File: config.mk
export PLATFORM = sky130hd
export DESIGN_NAME = cacheline_adaptor
export DESIGN_NICKNAME = d
export VERILOG_FILES = /design/src/rtl/cacheline_adaptor.sv
export SDC_FILE = /design/constraint.sdc
export NUM_CORES = 1
export LEC_CHECK = 0
export CAP_MARGIN = 20
export CORE_AREA = 2 2 280 282
export DETAILED_ROUTE_END_ITERATION = 10
export DIE_AREA = 0 0 282 284
export GPL_TIMING_DRIVEN = 0
export PLACE_DENSITY = 0.58
export REMOVE_ABC_BUFFERS = 1
export SLEW_MARGIN = 15
export SYNTH_ARGS = -nofsm -noshare
export SYNTH_HDL_FRONTEND = slang
export SYNTH_SLANG_ARGS = --single-unit
File: constraint.sdc
create_clock -name clk -period 2.7 [get_ports clk]
set_input_delay 0.81 -clock clk [delete_from_list [all_inputs] [get_ports clk]]
set_output_delay 0.81 -clock clk [all_outputs]
set_load 0.01 [all_outputs]
File: src/rtl/cacheline_adaptor.sv
// cacheline_adaptor: bridges the cache's single 256-bit line transfer to a
// 64-bit burst memory port. Write-backs are serialised beat by beat from a
// latched copy of the line; fills are assembled beat by beat into line_o.
// Optional watchdog: define CACHELINE_ADAPTOR_TIMEOUT_EN to abort a burst that
// sees TIMEOUT_CYCLES consecutive cycles without a memory strobe.
module cacheline_adaptor #(
  parameter int LINE_WIDTH     = 256,
  parameter int BURST_WIDTH    = 64,
  parameter int ADDR_WIDTH     = 32,
  parameter int TIMEOUT_CYCLES = 255
) (
  input  logic                  clk,
  input  logic                  rst,
  input  logic [LINE_WIDTH-1:0] line_i,
  output logic [LINE_WIDTH-1:0] line_o,
  input  logic [ADDR_WIDTH-1:0] address_i,
  input  logic                  read_i,
  input  logic                  write_i,
  output logic                  resp_o,
  input  logic [BURST_WIDTH-1:0] burst_i,
  output logic [BURST_WIDTH-1:0] burst_o,
  output logic [ADDR_WIDTH-1:0] address_o,
  output logic                  read_o,
  output logic                  write_o,
  input  logic                  resp_i,
  output logic                  error_o
);

  localparam int BEATS    = LINE_WIDTH / BURST_WIDTH;
  localparam int CNT_W    = (BEATS > 1) ? $clog2(BEATS) : 1;
  localparam int OFFSET_W = $clog2(LINE_WIDTH / 8);
  localparam logic [CNT_W-1:0] LAST_BEAT = CNT_W'(BEATS - 1);
  // Clears the byte-within-line offset so memory always sees a line-aligned address.
  localparam logic [ADDR_WIDTH-1:0] ALIGN_MASK = ~ADDR_WIDTH'((1 << OFFSET_W) - 1);

  typedef enum logic [1:0] {
    IDLE  = 2'd0,
    READ  = 2'd1,
    WRITE = 2'd2,
    DONE  = 2'd3
  } state_e;

  state_e                 state_q, state_d;
  logic [CNT_W-1:0]       cnt_q, cnt_d;
  logic [ADDR_WIDTH-1:0]  addr_q, addr_d;
  logic [LINE_WIDTH-1:0]  wline_q, wline_d;
  logic [LINE_WIDTH-1:0]  line_q, line_d;

`ifdef CACHELINE_ADAPTOR_TIMEOUT_EN
  localparam int TMR_W = $clog2(TIMEOUT_CYCLES + 1);
  localparam logic [TMR_W-1:0] TMR_LAST = TMR_W'(TIMEOUT_CYCLES - 1);
  logic [TMR_W-1:0] tmr_q, tmr_d;
  logic             err_q, err_d;
`endif

  // Next-state, beat counter, latched request and fill assembly.
  always_comb begin
    state_d = state_q;
    cnt_d   = cnt_q;
    addr_d  = addr_q;
    wline_d = wline_q;
    line_d  = line_q;
`ifdef CACHELINE_ADAPTOR_TIMEOUT_EN
    tmr_d   = '0;
    err_d   = 1'b0;
`endif
    case (state_q)
      IDLE: begin
        // Write-back wins when both requests are raised together.
        if (write_i) begin
          wline_d = line_i;
          addr_d  = address_i & ALIGN_MASK;
          state_d = WRITE;
        end else if (read_i) begin
          addr_d  = address_i & ALIGN_MASK;
          state_d = READ;
        end
      end
      READ: begin
        if (resp_i) begin
          line_d[int'(cnt_q) * BURST_WIDTH +: BURST_WIDTH] = burst_i;
          if (cnt_q == LAST_BEAT) begin
            cnt_d   = '0;
            state_d = DONE;
          end else begin
            cnt_d = cnt_q + 1'b1;
          end
        end
      end
      WRITE: begin
        if (resp_i) begin
          if (cnt_q == LAST_BEAT) begin
            cnt_d   = '0;
            state_d = DONE;
          end else begin
            cnt_d = cnt_q + 1'b1;
          end
        end
      end
      DONE: begin
        // Requests are still held high here; they are not re-accepted.
        state_d = IDLE;
      end
      default: state_d = IDLE;
    endcase
`ifdef CACHELINE_ADAPTOR_TIMEOUT_EN
    // Watchdog: only strobe-free cycles inside a burst count toward the limit.
    if (state_q == READ || state_q == WRITE) begin
      if (resp_i) begin
        tmr_d = '0;
      end else if (tmr_q == TMR_LAST) begin
        state_d = DONE;
        cnt_d   = '0;
        err_d   = 1'b1;
      end else begin
        tmr_d = tmr_q + 1'b1;
      end
    end
`endif
  end

  // State and datapath registers; reset also clears any partially filled line.
  always_ff @(posedge clk or negedge rst) begin
    if (!rst) begin
      state_q <= IDLE;
      cnt_q   <= '0;
      addr_q  <= '0;
      wline_q <= '0;
      line_q  <= '0;
`ifdef CACHELINE_ADAPTOR_TIMEOUT_EN
      tmr_q   <= '0;
      err_q   <= 1'b0;
`endif
    end else begin
      state_q <= state_d;
      cnt_q   <= cnt_d;
      addr_q  <= addr_d;
      wline_q <= wline_d;
      line_q  <= line_d;
`ifdef CACHELINE_ADAPTOR_TIMEOUT_EN
      tmr_q   <= tmr_d;
      err_q   <= err_d;
`endif
    end
  end

  // Handshake outputs decode registered state only, so no cache input reaches them.
  assign read_o    = (state_q == READ);
  assign write_o   = (state_q == WRITE);
  assign resp_o    = (state_q == DONE);
  assign address_o = addr_q;
  assign line_o    = line_q;
  assign burst_o   = (state_q == WRITE) ?
                     wline_q[int'(cnt_q) * BURST_WIDTH +: BURST_WIDTH] : '0;

`ifdef CACHELINE_ADAPTOR_TIMEOUT_EN
  assign error_o = err_q;
`else
  logic unused_timeout_cfg;
  assign unused_timeout_cfg = (TIMEOUT_CYCLES != 0);
  assign error_o = 1'b0;
`endif

endmodule
* Word level (Yosys, flattened, before mapping) *
Index checks and enable logic that the tools add are counted.

storage, ports and cells
  flip-flop bits (word level) = 548
  input port bits = 357
  output and inout bits = 356
  word-level logic and storage cells = 35

operators by class
  add/sub/neg operators = 2
  eq/ne operators = 7
  shift operators = 3
  muxes and demuxes = 10
  reduce and logical (&&, ||, !) cells = 8

operators with widths
  cell                       number
  $bwmux 256                 1
  $shift 64x33->256 const A  1
  $shiftx 256x9->64          1
  $shiftx 64x33->256         1
  $mux 32                    2
  $mux 64                    1
  $neg 8->33                 1
  $mux 2                     5
  $reduce_and 2->1           4
  $eq 2x2->1 const B         3
  $pmux 2 s3                 1
  $ne 2x1->1 const B         2
  $ne 3x3->1 const B         1
  $reduce_and 3->1           1
  $add 2x1->2 const B        1
  $eq 2x1->1 const B         1
  $logic_not 2->1            1
  $reduce_bool 2->1          1
  $reduce_or 2->1            1

* Depth between registers and ports, before layout *
Gate-level depths: netlist (run 1).

  depth after elaboration = 4
  gate-level depth with buffers = 9
  gate-level depth less buffers = 5

* Least setup slack after synthesis (run 1) *
Ideal clock, no wire load.

  path kind = register to register
  from = register cnt_q[1]
  to = register line_q[101] (netlist: line_o[101])
  setup time = 65 ps
  arrival time = 2354 ps
  required time = 2635 ps
  slack = 281 ps
  cell stages (with the launch flop) = 9
  path buffers = 3
  cell sequence = dfrtp_1 > buf_2 > buf_1 > inv_1 > ha_1 > inv_2 > nor4_4 > buf_6 > a22o_1

between the ends
  longest elaborated chain between the ends = 3
  elaborated cells on any way between the ends = 4

RTL lines
  element                                                         RTL line  RTL
  start, declared                                                 44        logic [CNT_W-1:0] cnt_q, cnt_d;
  start signal, assigned                                          136       cnt_q <= cnt_d;
  $neg 8->33 (*)                                                  81        line_d[int'(cnt_q) * BURST_WIDTH +: BURST_WIDTH] = burst_i;
  $shiftx 64x33->256 / $shift 64x33->256 (equally long branches)  81
  $bwmux 256 (*)                                                  81
  end signal, assigned                                            139       line_q <= line_d;
  end, declared                                                   47        logic [LINE_WIDTH-1:0] line_q, line_d;

Every way passes the cells marked *; elsewhere a longest branch is shown, timed or not.
A chain may end at the register's enable or synchronous reset.

* Worst setup path after layout (run 1) *
  from = register cnt_q[0]
  to = output burst_o[20]

between the ends
  longest elaborated chain between the ends = 2

RTL lines
  element            RTL line  RTL
  $shiftx 256x9->64  154       wline_q[int'(cnt_q) * BURST_WIDTH +: BURST_WIDTH] : '0;
  $mux 64            153       assign burst_o = (state_q == WRITE) ?
  end, declared      21        output logic [BURST_WIDTH-1:0] burst_o,

Every way passes these cells.

==> results of run 1 <==
## kinds of logic after synthesis
group / count (synthesis) / share of synthesized area, %
flip-flops: 543 / 62.15
multiplexers: 351 / 21.36
AO/OA/AOI/OAI: 260 / 10.38
buffers and inverters: 116 / 2.867
AND/OR/NAND/NOR: 84 / 2.541
adder cells (fa/ha/maj): 12 / 0.6868
other: 1 / 0.01715
## placed cells by master (no fill, tap or decap), types with 3 or more instances in the layout
cell               n
clkdlybuf4s50_1  632
dfrtp_1          540
mux2_2           284
a22o_1           256
mux4_2            64
clkbuf_16         64
buf_6             61
and2_4            36
and2_1            28
buf_2             26
buf_4             24
buf_16            20
clkbuf_8          18
buf_12            14
clkbuf_1          11
buf_8             11
clkinv_2           7
ha_1               6
conb_1             6
clkinvlp_4         4
nand3_4            4
nand2_1            4
inv_6              4
bufinv_16          4
bufbuf_16          4
dlygate4sd2_1      4
diode_2            3
inv_2              3
nor2_1             3
mux2i_1            3
ha_2               3
ha_4               3
nand3_2            3
## power groups by stage
stage          combinational [uW]  sequential (uW)  clock (uW)
2_1_floorplan                7250            14600           0
3_3_place_gp                14100            14200           0
3_5_place_dp                15700            14200           0
4_1_cts                     17300            14000        8820
5_1_grt                     18400            14400        9170
6_report                    17300            14000        8590
## state kept, by name (all words and copies together), names as in the netlist
signal / flops
line_o: 256
state_q: 2
address_o: 27
cnt_q: 2
wline_q: 256
## cell usage after synthesis, drive strengths merged, types with 4 or more instances
master,instances,area share [%]
clkbuf,31,0.53
ha,12,0.69
and2,64,1.8
buf,80,2.2
nand2,5,0.086
mux4,64,6.6
dfrtp,543,62
nand3,4,0.11
a22o,256,10
mux2,284,15
inv,5,0.086
## area by class of cell
class / instances / area, um^2
clock buffer: 92 / 1866
antenna: 3 / 7.507
clock inverter: 19 / 224.0
sequential: 543 / 13600
timing repair buffer: 799 / 8532
fill: 7026 / 43460
tap: 1040 / 1301
multi-input combinational: 718 / 7945
inverter: 5 / 22.52
## routing by layer
metal | GRT usage [%] | routed length, um | vias up
li1 | - | - | 6653
met1 | 22.92 | 31050 | 8015
met2 | 30.53 | 37400 | 656
met3 | 7.599 | 8299 | 130
met4 | 6.463 | 2517 | 14
met5 | 0 | 84 | -
## stage by stage
stage	hold WS (ns)	util (%)	total power [uW]	setup WS, ns
floorplan	0.4743	-	21890	-6.568
global placement	0.4811	38.45	28330	-23.29
detailed placement	0.4872	39.49	29820	-1.265
CTS	0.2122	43.19	40080	-0.5209
global route	0.2478	43.51	41990	-0.5160
finish	0.2267	43.52	39940	-0.4489
## timing repair
action	4_1_cts	5_1_grt
buffers inserted	36	15
setup endpoints to repair	333	127
pin swaps	14	6
resized for setup	383	22
gates cloned	12	3
## how the worst max path moves through the flow
stage	endpoint	slack, ns	depth (start not counted)
6_report	burst_o[20]	-0.45	6
3_3_place_gp	line_o[137]$_DFFE_PN0P_	-23.29	1
4_1_cts	burst_o[2]	-0.52	6
5_1_grt	burst_o[20]	-0.52	6
2_1_floorplan	line_o[128]$_DFFE_PN0P_	-6.57	5
3_5_place_dp	line_o[159]$_DFFE_PN0P_	-1.26	10
==> impl_metrics.py, run 1 <==
metrics = {
    "status": {
        "status": "finished with violations",
        "failed_checks": "setup timing",
    },
    "yosys": {
        "yosysWarningCount": 0,
        "synth.lib_cells_used.distinct": 29,
        "postSynthRegisterBits": 543,
        "synth_area_per_cell_um2": 15.99,
        "synth-seq-area-share_pct": 62.15,
        "yosys_most_used_dff": "dfrtp_1",
        "async_flop_share_pct": 100.0,
        "edff_count_synth": 0,
        "synth_cell_area_mm2": 0.02186,
        "post_synth_inst_count": 1367,
    },
    "critical_path": {
        "ff2ff_path_depth": 12,
        "critical_path.max_stage_delay_ns": 0.51,
        "cp_cell_sequence": "buf_16, buf_16, buf_8, mux4_2, and2_4, buf_6",
        "timing_worst_setup_path_type": "flop to output pin",
        "count_of_buffer_and_inverter_cells_on_the_critical_path": 4,
        "worst-endpoint-arrival_ns": 2.34,
        "cp_max_fo": 7,
        "critical-path-top-delay-family": "buffers and inverters",
        "reg2reg_from": "cnt_q[0]$_DFFE_PN0P_",
        "critPathSlowestCell": "dfrtp_4",
        "setup.worst_path.start": "cnt_q[0]$_DFFE_PN0P_",
        "critical_path.startpoint_type": "flop",
        "r2r_slack_ns": 0.06,
        "setup.worst_path.end_class": "output pin",
        "critical_path.most_common_cell": "buf_16",
        "r2r_end": "line_o[159]$_DFFE_PN0P_",
        "critPathRequiredTime_ns": 1.89,
    },
    "route": {
        "wirelength_um": 79350,
        "post-route-drc-count": 0,
        "route.vias.total": 15468,
        "wl_cell_um": 24.65,
        "postRouteAntennaNets": 0,
        "tritonroute_pass_1_iters": 5,
        "initialDrtViolationCount": 711,
        "avgViaCountPerCell": 4.805,
    },
    "clock_tree": {
        "maximum_level_of_the_cts_h_tree": 2,
        "cts_tree": "yes",
        "cts_inserted_buffers": 61,
        "clock_insertion_delay_at_the_later_pin_of_the_skew_report_ns": 0.61,
        "clk_transition_reported_paths_ns": 0.06,
        "tritoncts_num_sinks": 543,
        "cell_chosen_for_the_clock_root": "clkbuf_16",
        "cts.hold.buffers_added": 0,
        "cts_buffer_depth": 3,
    },
    "sta": {
        "timing.slew.headroom_pct": 39.98,
        "clock.fmax_mhz": 317.6,
        "grt_setup_unrepaired": "true",
        "worst_clock_skew_ns": 0.02739,
        "finalHoldViolations": 0,
        "final_count_of_pins_violating_max_slew": 0,
        "clock_period_minus_final_worst_setup_slack_ns": 3.149,
        "timing_worst_slew_pin_value_ns": 0.8969,
        "finalSetupViolCount": 64,
        "fin_ws_ns": -0.4489,
        "timing.setup.tns_ns": -23.03,
        "finalCritPeriodShare_pct": 116.6,
    },
    "global_routing": {
        "number_of_antenna_violations_at_the_first_check_in_global_routing": 12,
        "grt_pass1_vias": 17022,
        "largest_net_degree_at_the_start_of_global_routing": 111,
        "grt_pass1_wl_um": 114000,
        "global_route.overflow_total": 0,
        "globalRouteTotalUtil_pct": 18.95,
    },
    "placement": {
        "hpwlAfterDp_um": 53690,
        "placed_cell_area_mm2": 0.03039,
        "routability_driven_placement_congestion_ratio": 0.7998,
        "placed_cells_incl_taps": 3043,
        "numPortBuffers": 701,
    },
    "pwr": {
        "power_density_mw_per_mm2": 1192,
        "p_clk_share_pct": 21.5,
        "p_sw_share_pct": 30.85,
        "intPower_uw": 27620,
        "pwr-share-seq_pct": 35.1,
        "vdd_drop_max_mv": 0.6717,
        "static_leakage_uw": 0.01448,
        "total_switching_power_uw": 12320,
        "share_comb_of_total_power_pct": 43.4,
    },
    "floorplan": {
        "start_util_pct": 28.41,
        "floorplan.rows": 102,
        "die_area_mm2": 0.08009,
        "coreArea_mm2": 0.07696,
        "die_w_um": 282,
        "die-height_um": 284,
        "floorplan.io_pins": 713,
    },
    "cells_and_area": {
        "final_layout_size_suffix_gt1_share_pct": 31.20,
        "final-instance-count-excl-fill": 3219,
        "finish.net_count": 2497,
        "layout-area-overhead-vs-synth_pct": 53.21,
        "finish.instance_area_mm2": 0.03349,
    },
    "worst_hold_path": {
        "hold_path.class": "primary input to async pin",
    },
    "run": {
        "maxCapViolCount": 0,
    },
}
Note: power is estimated with default switching activity, not from simulation.
==> run 2, diff against run 1 <==
--- a/config.mk
+++ b/config.mk
@@ -6,11 +6,11 @@
 export NUM_CORES = 1
 export LEC_CHECK = 0
 export CAP_MARGIN = 20
-export CORE_AREA = 2 2 280 282
+export CORE_AREA = 3 3 273 275
 export DETAILED_ROUTE_END_ITERATION = 10
-export DIE_AREA = 0 0 282 284
+export DIE_AREA = 0 0 276 278
 export GPL_TIMING_DRIVEN = 0
-export PLACE_DENSITY = 0.58
+export PLACE_DENSITY = 0.6
 export REMOVE_ABC_BUFFERS = 1
 export SLEW_MARGIN = 15
 export SYNTH_ARGS = -nofsm -noshare
==> impl_metrics.py, run 2 (synthesized netlist as in run 1, its figures left out) <==
metrics = {
    "status": {
        "status": "finished with violations",
        "failed_checks": "setup timing",
    },
    "clock_tree": {
        "cts.hold.buffers_added": 0,
        "clk_transition_reported_paths_ns": 0.06,
        "cts_buffer_depth": 3,
        "cts_tree": "yes",
        "clock_insertion_delay_at_the_later_pin_of_the_skew_report_ns": 0.61,
        "cell_chosen_for_the_clock_root": "clkbuf_16",
        "maximum_level_of_the_cts_h_tree": 2,
        "tritoncts_num_sinks": 543,
        "cts_inserted_buffers": 60,
    },
    "global_routing": {
        "largest_net_degree_at_the_start_of_global_routing": 108,
        "global_route.overflow_total": 0,
        "grt_pass1_vias": 16812,
        "globalRouteTotalUtil_pct": 19.52,
        "number_of_antenna_violations_at_the_first_check_in_global_routing": 17,
        "grt_pass1_wl_um": 113900,
    },
    "critical_path": {
        "timing_worst_setup_path_type": "flop to output pin",
        "critPathSlowestCell": "dfrtp_4",
        "cp_max_fo": 5,
        "cp_cell_sequence": "buf_6, buf_12, buf_12, mux4_2, and2_4, buf_6",
        "critical_path.startpoint_type": "flop",
        "critical-path-top-delay-family": "flip-flops",
        "reg2reg_from": "cnt_q[0]$_DFFE_PN0P_",
        "worst-endpoint-arrival_ns": 2.27,
        "setup.worst_path.end_class": "output pin",
        "count_of_buffer_and_inverter_cells_on_the_critical_path": 4,
        "critPathRequiredTime_ns": 1.89,
        "r2r_end": "line_o[134]$_DFFE_PN0P_",
        "ff2ff_path_depth": 13,
        "critical_path.max_stage_delay_ns": 0.53,
        "r2r_slack_ns": 0.11,
    },
    "worst_hold_path": {
        "hold_path.class": "primary input to async pin",
    },
    "placement": {
        "routability_driven_placement_congestion_ratio": 0.8285,
        "hpwlAfterDp_um": 52210,
        "numPortBuffers": 701,
        "pre_cts_slack_ns": -1.703,
        "placed_cell_area_mm2": 0.03024,
    },
    "route": {
        "wl_cell_um": 24.55,
        "post-route-drc-count": 0,
        "tritonroute_pass_1_iters": 4,
        "wirelength_um": 77060,
        "route.vias.total": 15331,
        "initialDrtViolationCount": 837,
        "postRouteAntennaNets": 0,
        "avgViaCountPerCell": 4.884,
    },
    "sta": {
        "finalSetupViolCount": 64,
        "timing.slew.headroom_pct": 42.67,
        "fin_ws_ns": -0.3817,
        "clock.fmax_mhz": 324.5,
        "finalCritPeriodShare_pct": 114.1,
        "final_count_of_pins_violating_max_slew": 0,
        "finalHoldViolations": 0,
        "worst_clock_skew_ns": 0.01561,
        "whs_ns": 0.08289,
        "grt_setup_unrepaired": "true",
        "timing_worst_slew_pin_value_ns": 0.8567,
        "clock_period_minus_final_worst_setup_slack_ns": 3.082,
    },
    "cells_and_area": {
        "finish.instance_area_mm2": 0.03349,
        "multi_input_comb_area_mm2": 0.007999,
        "layout-area-overhead-vs-synth_pct": 53.20,
        "final_common_cell": "clkdlybuf4s50_1",
        "final_layout_size_suffix_gt1_share_pct": 31.86,
        "finish.net_count": 2490,
        "highest_count_cells_in_the_layout_ignoring_fill_and_taps": "clkdlybuf4s50_1, dfrtp_1, mux2_2",
        "seqCellArea_mm2": 0.01360,
        "fillers": 6416,
    },
    "pwr": {
        "p_sw_share_pct": 30.50,
        "power_density_mw_per_mm2": 1191,
        "pwr-share-seq_pct": 35.1,
        "static_leakage_uw": 0.01449,
        "intPower_uw": 27730,
        "p_clk_share_pct": 21.1,
        "total_switching_power_uw": 12170,
        "vdd_drop_max_mv": 0.6019,
        "share_comb_of_total_power_pct": 43.8,
    },
    "floorplan": {
        "start_util_pct": 30.12,
        "floorplan.io_pins": 713,
        "die_w_um": 276,
        "die-height_um": 278,
        "die_area_mm2": 0.07673,
        "coreArea_mm2": 0.07259,
        "floorplan.rows": 99,
    },
    "run": {
        "maxCapViolCount": 0,
    },
}
==> run 2: changes by cell type in the layout (fill, tap and decap cells not counted), moves of 3 or more <==
| cell | delta |
|---|---|
| diode_2 | +8 |
| buf_6 | +15 |
| inv_6 | -3 |
| buf_16 | +3 |
| clkbuf_1 | +4 |
| and2_4 | +23 |
| clkinv_2 | +4 |
| and2_1 | -23 |
| clkbuf_8 | -7 |
| buf_2 | -18 |
| buf_8 | -3 |
==> run 2: final cells by class <==
cell class	count	share of cell area, %
antenna	11	0.08219
multi-input combinational	716	23.88
timing repair buffer	795	25.68
sequential	543	40.60
clock inverter	22	0.8518
clock buffer	88	5.253
tap	959	3.583
inverter	5	0.06724
==> run 2: power by group through the flow <==
stage               registers (uW)  clock network, uW  logic [uW]
floorplan                    14600                  0        7250
global placement             14200                  0       14100
detailed placement           14200                  0       15500
CTS                          14000               8660       17300
global route                 14400               9000       18500
finish                       14000               8430       17500
==> run 2: how the worst max path moves through the flow <==
| stage | slack [ns] | cells after the start | startpoint | to |
|---|---|---|---|---|
| 2_1_floorplan | -6.57 | 5 | cnt_q[0]$_DFFE_PN0P_ | line_o[128]$_DFFE_PN0P_ |
| 3_3_place_gp | -22.95 | 1 | rst | line_o[165]$_DFFE_PN0P_ |
| 3_5_place_dp | -1.70 | 10 | resp_i | line_o[134]$_DFFE_PN0P_ |
| 5_1_grt | -0.47 | 5 | cnt_q[0]$_DFFE_PN0P_ | burst_o[33] |
| 6_report | -0.38 | 6 | cnt_q[0]$_DFFE_PN0P_ | burst_o[36] |
| 4_1_cts | -0.49 | 6 | cnt_q[0]$_DFFE_PN0P_ | burst_o[49] |
==> run 2: worst reg2reg max path, cell delays in order, from the launching register on <==
cell        delay (ns)
dfrtp_4           0.53
buf_6             0.16
buf_12            0.13
buf_4             0.14
clkinvlp_4        0.11
buf_4             0.13
ha_4              0.17
nand3_4           0.10
nor4b_4           0.38
buf_6             0.17
buf_12            0.13
buf_12            0.14
buf_6             0.13
a22o_1            0.14
==> run 2: timing repair <==
| action | in CTS | in global routing |
|---|---|---|
| endpoints found under the setup margin | 299 | 180 |
| cloned | 12 | 2 |
| gates resized for setup | 388 | 69 |
| buffers inserted | 44 | 6 |
| hold endpoints to repair | 0 | 0 |
| pin swaps | 46 | 5 |
==> run 2: stage by stage <==
step	TNS, ns	power (uW)	utilization [%]	cells
after CTS	-25.55	39900	45.69	3123
after global placement	-	28240	40.63	2921
final	-21.19	39890	46.14	3139
after detailed placement	-275.85	29690	41.66	2958
after global routing	-26.65	41950	46.12	3134
after floorplan	-2163.85	21890	-	1261
==> run 2: layer usage <==
layer	track usage, %	vias up	part of all wire (%)	wire (um)
met2	31.08	657	46	35780
met3	8.053	128	10	7721
met5	0	-	0.11	87
met1	23.63	7895	39	30400
li1	-	6637	-	-
met4	7.691	14	4.0	3064
==> run 3, diff against run 2 <==
--- a/config.mk
+++ b/config.mk
@@ -16,3 +16,4 @@
 export SYNTH_ARGS = -nofsm -noshare
 export SYNTH_HDL_FRONTEND = slang
 export SYNTH_SLANG_ARGS = --single-unit
+export TNS_END_PERCENT = 10
==> constraint.sdc (replaced) <==
create_clock -name clk -period 2.7 [get_ports clk]
set_input_delay 0.81 -clock clk [delete_from_list [all_inputs] [get_ports clk]]
set_output_delay 0.81 -clock clk [all_outputs]
set_load 0.05 [all_outputs]
==> impl_metrics.py, run 3 (synthesized netlist as in run 1, its figures left out) <==
metrics = {
    "pwr": {
        "total_switching_power_uw": 18870,
        "vdd_drop_max_mv": 1.078,
        "pwr-share-seq_pct": 30.2,
        "share_comb_of_total_power_pct": 51.6,
        "static_leakage_uw": 0.01499,
        "power_density_mw_per_mm2": 1393,
        "intPower_uw": 27440,
        "p_sw_share_pct": 40.75,
        "total_power_uw": 46310,
        "p_clk_share_pct": 18.2,
    },
    "critical_path": {
        "critical_path.startpoint_type": "flop",
        "critical_path.max_stage_delay_ns": 0.56,
        "reg2reg_from": "cnt_q[1]$_DFFE_PN0P_",
        "critPathRequiredTime_ns": 1.89,
        "critical_path.most_common_cell": "buf_6",
        "ff2ff_path_depth": 9,
        "cp_cell_sequence": "buf_16, buf_6, buf_6, mux4_2, and2_4, buf_12",
        "count_of_buffer_and_inverter_cells_on_the_critical_path": 4,
        "setup.worst_path.start": "cnt_q[0]$_DFFE_PN0P_",
        "worst-endpoint-arrival_ns": 2.34,
        "setup.worst_path.end_class": "output pin",
        "critPathSlowestCell": "dfrtp_4",
        "r2r_slack_ns": -0.15,
        "timing_worst_setup_path_type": "flop to output pin",
        "r2r_end": "line_o[250]$_DFFE_PN0P_",
        "cp_max_fo": 6,
        "critical-path-top-delay-family": "flip-flops",
    },
    "sta": {
        "worst_clock_skew_ns": 0.01565,
        "finalSetupViolCount": 149,
        "timing.slew.headroom_pct": 43.09,
        "final_count_of_pins_violating_max_slew": 0,
        "timing.setup.tns_ns": -31.16,
        "finalCritPeriodShare_pct": 116.6,
        "fin_ws_ns": -0.4483,
        "clock_period_minus_final_worst_setup_slack_ns": 3.148,
        "timing_worst_slew_pin_value_ns": 0.8504,
        "finalHoldViolations": 0,
        "grt_setup_unrepaired": "true",
        "clock.fmax_mhz": 317.6,
    },
    "floorplan": {
        "floorplan.io_pins": 713,
        "floorplan.rows": 99,
        "die_w_um": 276,
        "start_util_pct": 30.12,
        "coreArea_mm2": 0.07259,
        "die_area_mm2": 0.07673,
        "die-height_um": 278,
    },
    "global_routing": {
        "globalRouteTotalUtil_pct": 18.99,
        "global_route.overflow_total": 0,
        "grt_pass1_vias": 16533,
        "largest_net_degree_at_the_start_of_global_routing": 108,
        "number_of_antenna_violations_at_the_first_check_in_global_routing": 17,
        "grt_pass1_wl_um": 111200,
    },
    "clock_tree": {
        "cts_tree": "yes",
        "cts.hold.buffers_added": 0,
        "cts_inserted_buffers": 60,
        "cts_buffer_depth": 3,
        "cell_chosen_for_the_clock_root": "clkbuf_16",
        "clk_transition_reported_paths_ns": 0.06,
        "maximum_level_of_the_cts_h_tree": 2,
        "clock_insertion_delay_at_the_later_pin_of_the_skew_report_ns": 0.60,
        "tritoncts_num_sinks": 543,
    },
    "placement": {
        "routability_driven_placement_congestion_ratio": 0.8285,
        "placed_cells_incl_taps": 2958,
        "numPortBuffers": 701,
        "pre_cts_slack_ns": -1.703,
        "hpwlAfterDp_um": 52210,
    },
    "route": {
        "wl_cell_um": 24.10,
        "postRouteAntennaNets": 0,
        "tritonroute_pass_1_iters": 4,
        "initialDrtViolationCount": 803,
        "wirelength_um": 74940,
        "avgViaCountPerCell": 4.873,
        "post-route-drc-count": 0,
        "route.vias.total": 15150,
    },
    "cells_and_area": {
        "seqCellArea_mm2": 0.01360,
        "fillers": 6461,
        "final-instance-count-excl-fill": 3109,
        "highest_count_cells_in_the_layout_ignoring_fill_and_taps": "clkdlybuf4s50_1, dfrtp_1, mux2_2",
        "final_common_cell": "clkdlybuf4s50_1",
        "final_layout_size_suffix_gt1_share_pct": 31.32,
        "finish.net_count": 2460,
        "multi_input_comb_area_mm2": 0.008011,
        "layout-area-overhead-vs-synth_pct": 52.07,
    },
    "worst_hold_path": {
        "hold_path.class": "primary input to async pin",
    },
    "status": {
        "status": "finished with violations",
        "failed_checks": "setup timing",
    },
    "run": {
        "maxCapViolCount": 0,
    },
}
-- run 3: changes by cell type in the layout (fill, tap and decap cells not counted), sizes merged --
cell,delta
clkdlybuf4s50,-63
dlygate4sd2,+29
clkdlybuf4s18,+1
dlymetal6s2s,+32
buf,-23
bufbuf,-3
clkbuf,-1
nand2,-2
-- run 3: worst register-to-register path, cell delays in order, from the launching register on --
cell and delay [ns]:
dfrtp_4 0.53, buf_12 0.17, buf_16 0.17, ha_4 0.16
nand3_4 0.28, nor4_4 0.75, buf_6 0.28, buf_12 0.17
buf_8 0.15, a22o_1 0.13
-- run 3: final cells by class --
cell class	instances	area share, %
Multi-Input combinational cell	714	24.10
Sequential cell	543	40.90
Clock buffer	88	5.291
Clock inverter	22	0.8581
Inverter	5	0.08280
Timing Repair Buffer	767	25.08
Antenna cell	11	0.08280
Tap cell	959	3.609
-- run 3: layer usage --
layer  vias up  track usage [%]  routed length [um]
met3       127            7.969                7397
li1       6578                -                   -
met4        12            7.542                2925
met1      7794            22.85               29450
met2       639            30.26               35080
met5         -                0                  83
-- run 3: worst max path at each step --
stage                                   end  slack, ns  depth (start not counted)
floorplan           line_o[128]$_DFFE_PN0P_      -6.57                          5
global placement    line_o[165]$_DFFE_PN0P_     -22.95                          1
detailed placement  line_o[134]$_DFFE_PN0P_      -1.70                         10
CTS                             burst_o[46]      -0.55                          6
global route                    burst_o[45]      -0.53                          6
finish                          burst_o[45]      -0.45                          6
-- run 3: power groups by stage --
stage          clock [uW]  sequential (uW)  combinational (uW)
5_1_grt              9000            14400               25000
6_report             8420            14000               23900
3_5_place_dp            0            14200               22400
3_3_place_gp            0            14200               20500
4_1_cts              8660            14000               23800
2_1_floorplan           0            20000                8700
-- run 3: what timing repair did --
action,in CTS,in global routing
setup endpoints to repair,330,233
hold endpoints to repair,0,0
resized for setup,559,95
gates cloned,6,1
pin swaps,2,2
buffers inserted,20,5
-- run 3: metrics by stage --
stage	hold WS (ns)	utilization [%]	cell area (um^2)
after detailed placement	0.4882	41.66	30240
after global routing	0.06120	45.79	33240
final	0.08195	45.80	33250
after global placement	0.4811	40.63	29490
after floorplan	0.4743	-	21270
after CTS	0.04733	45.33	32900
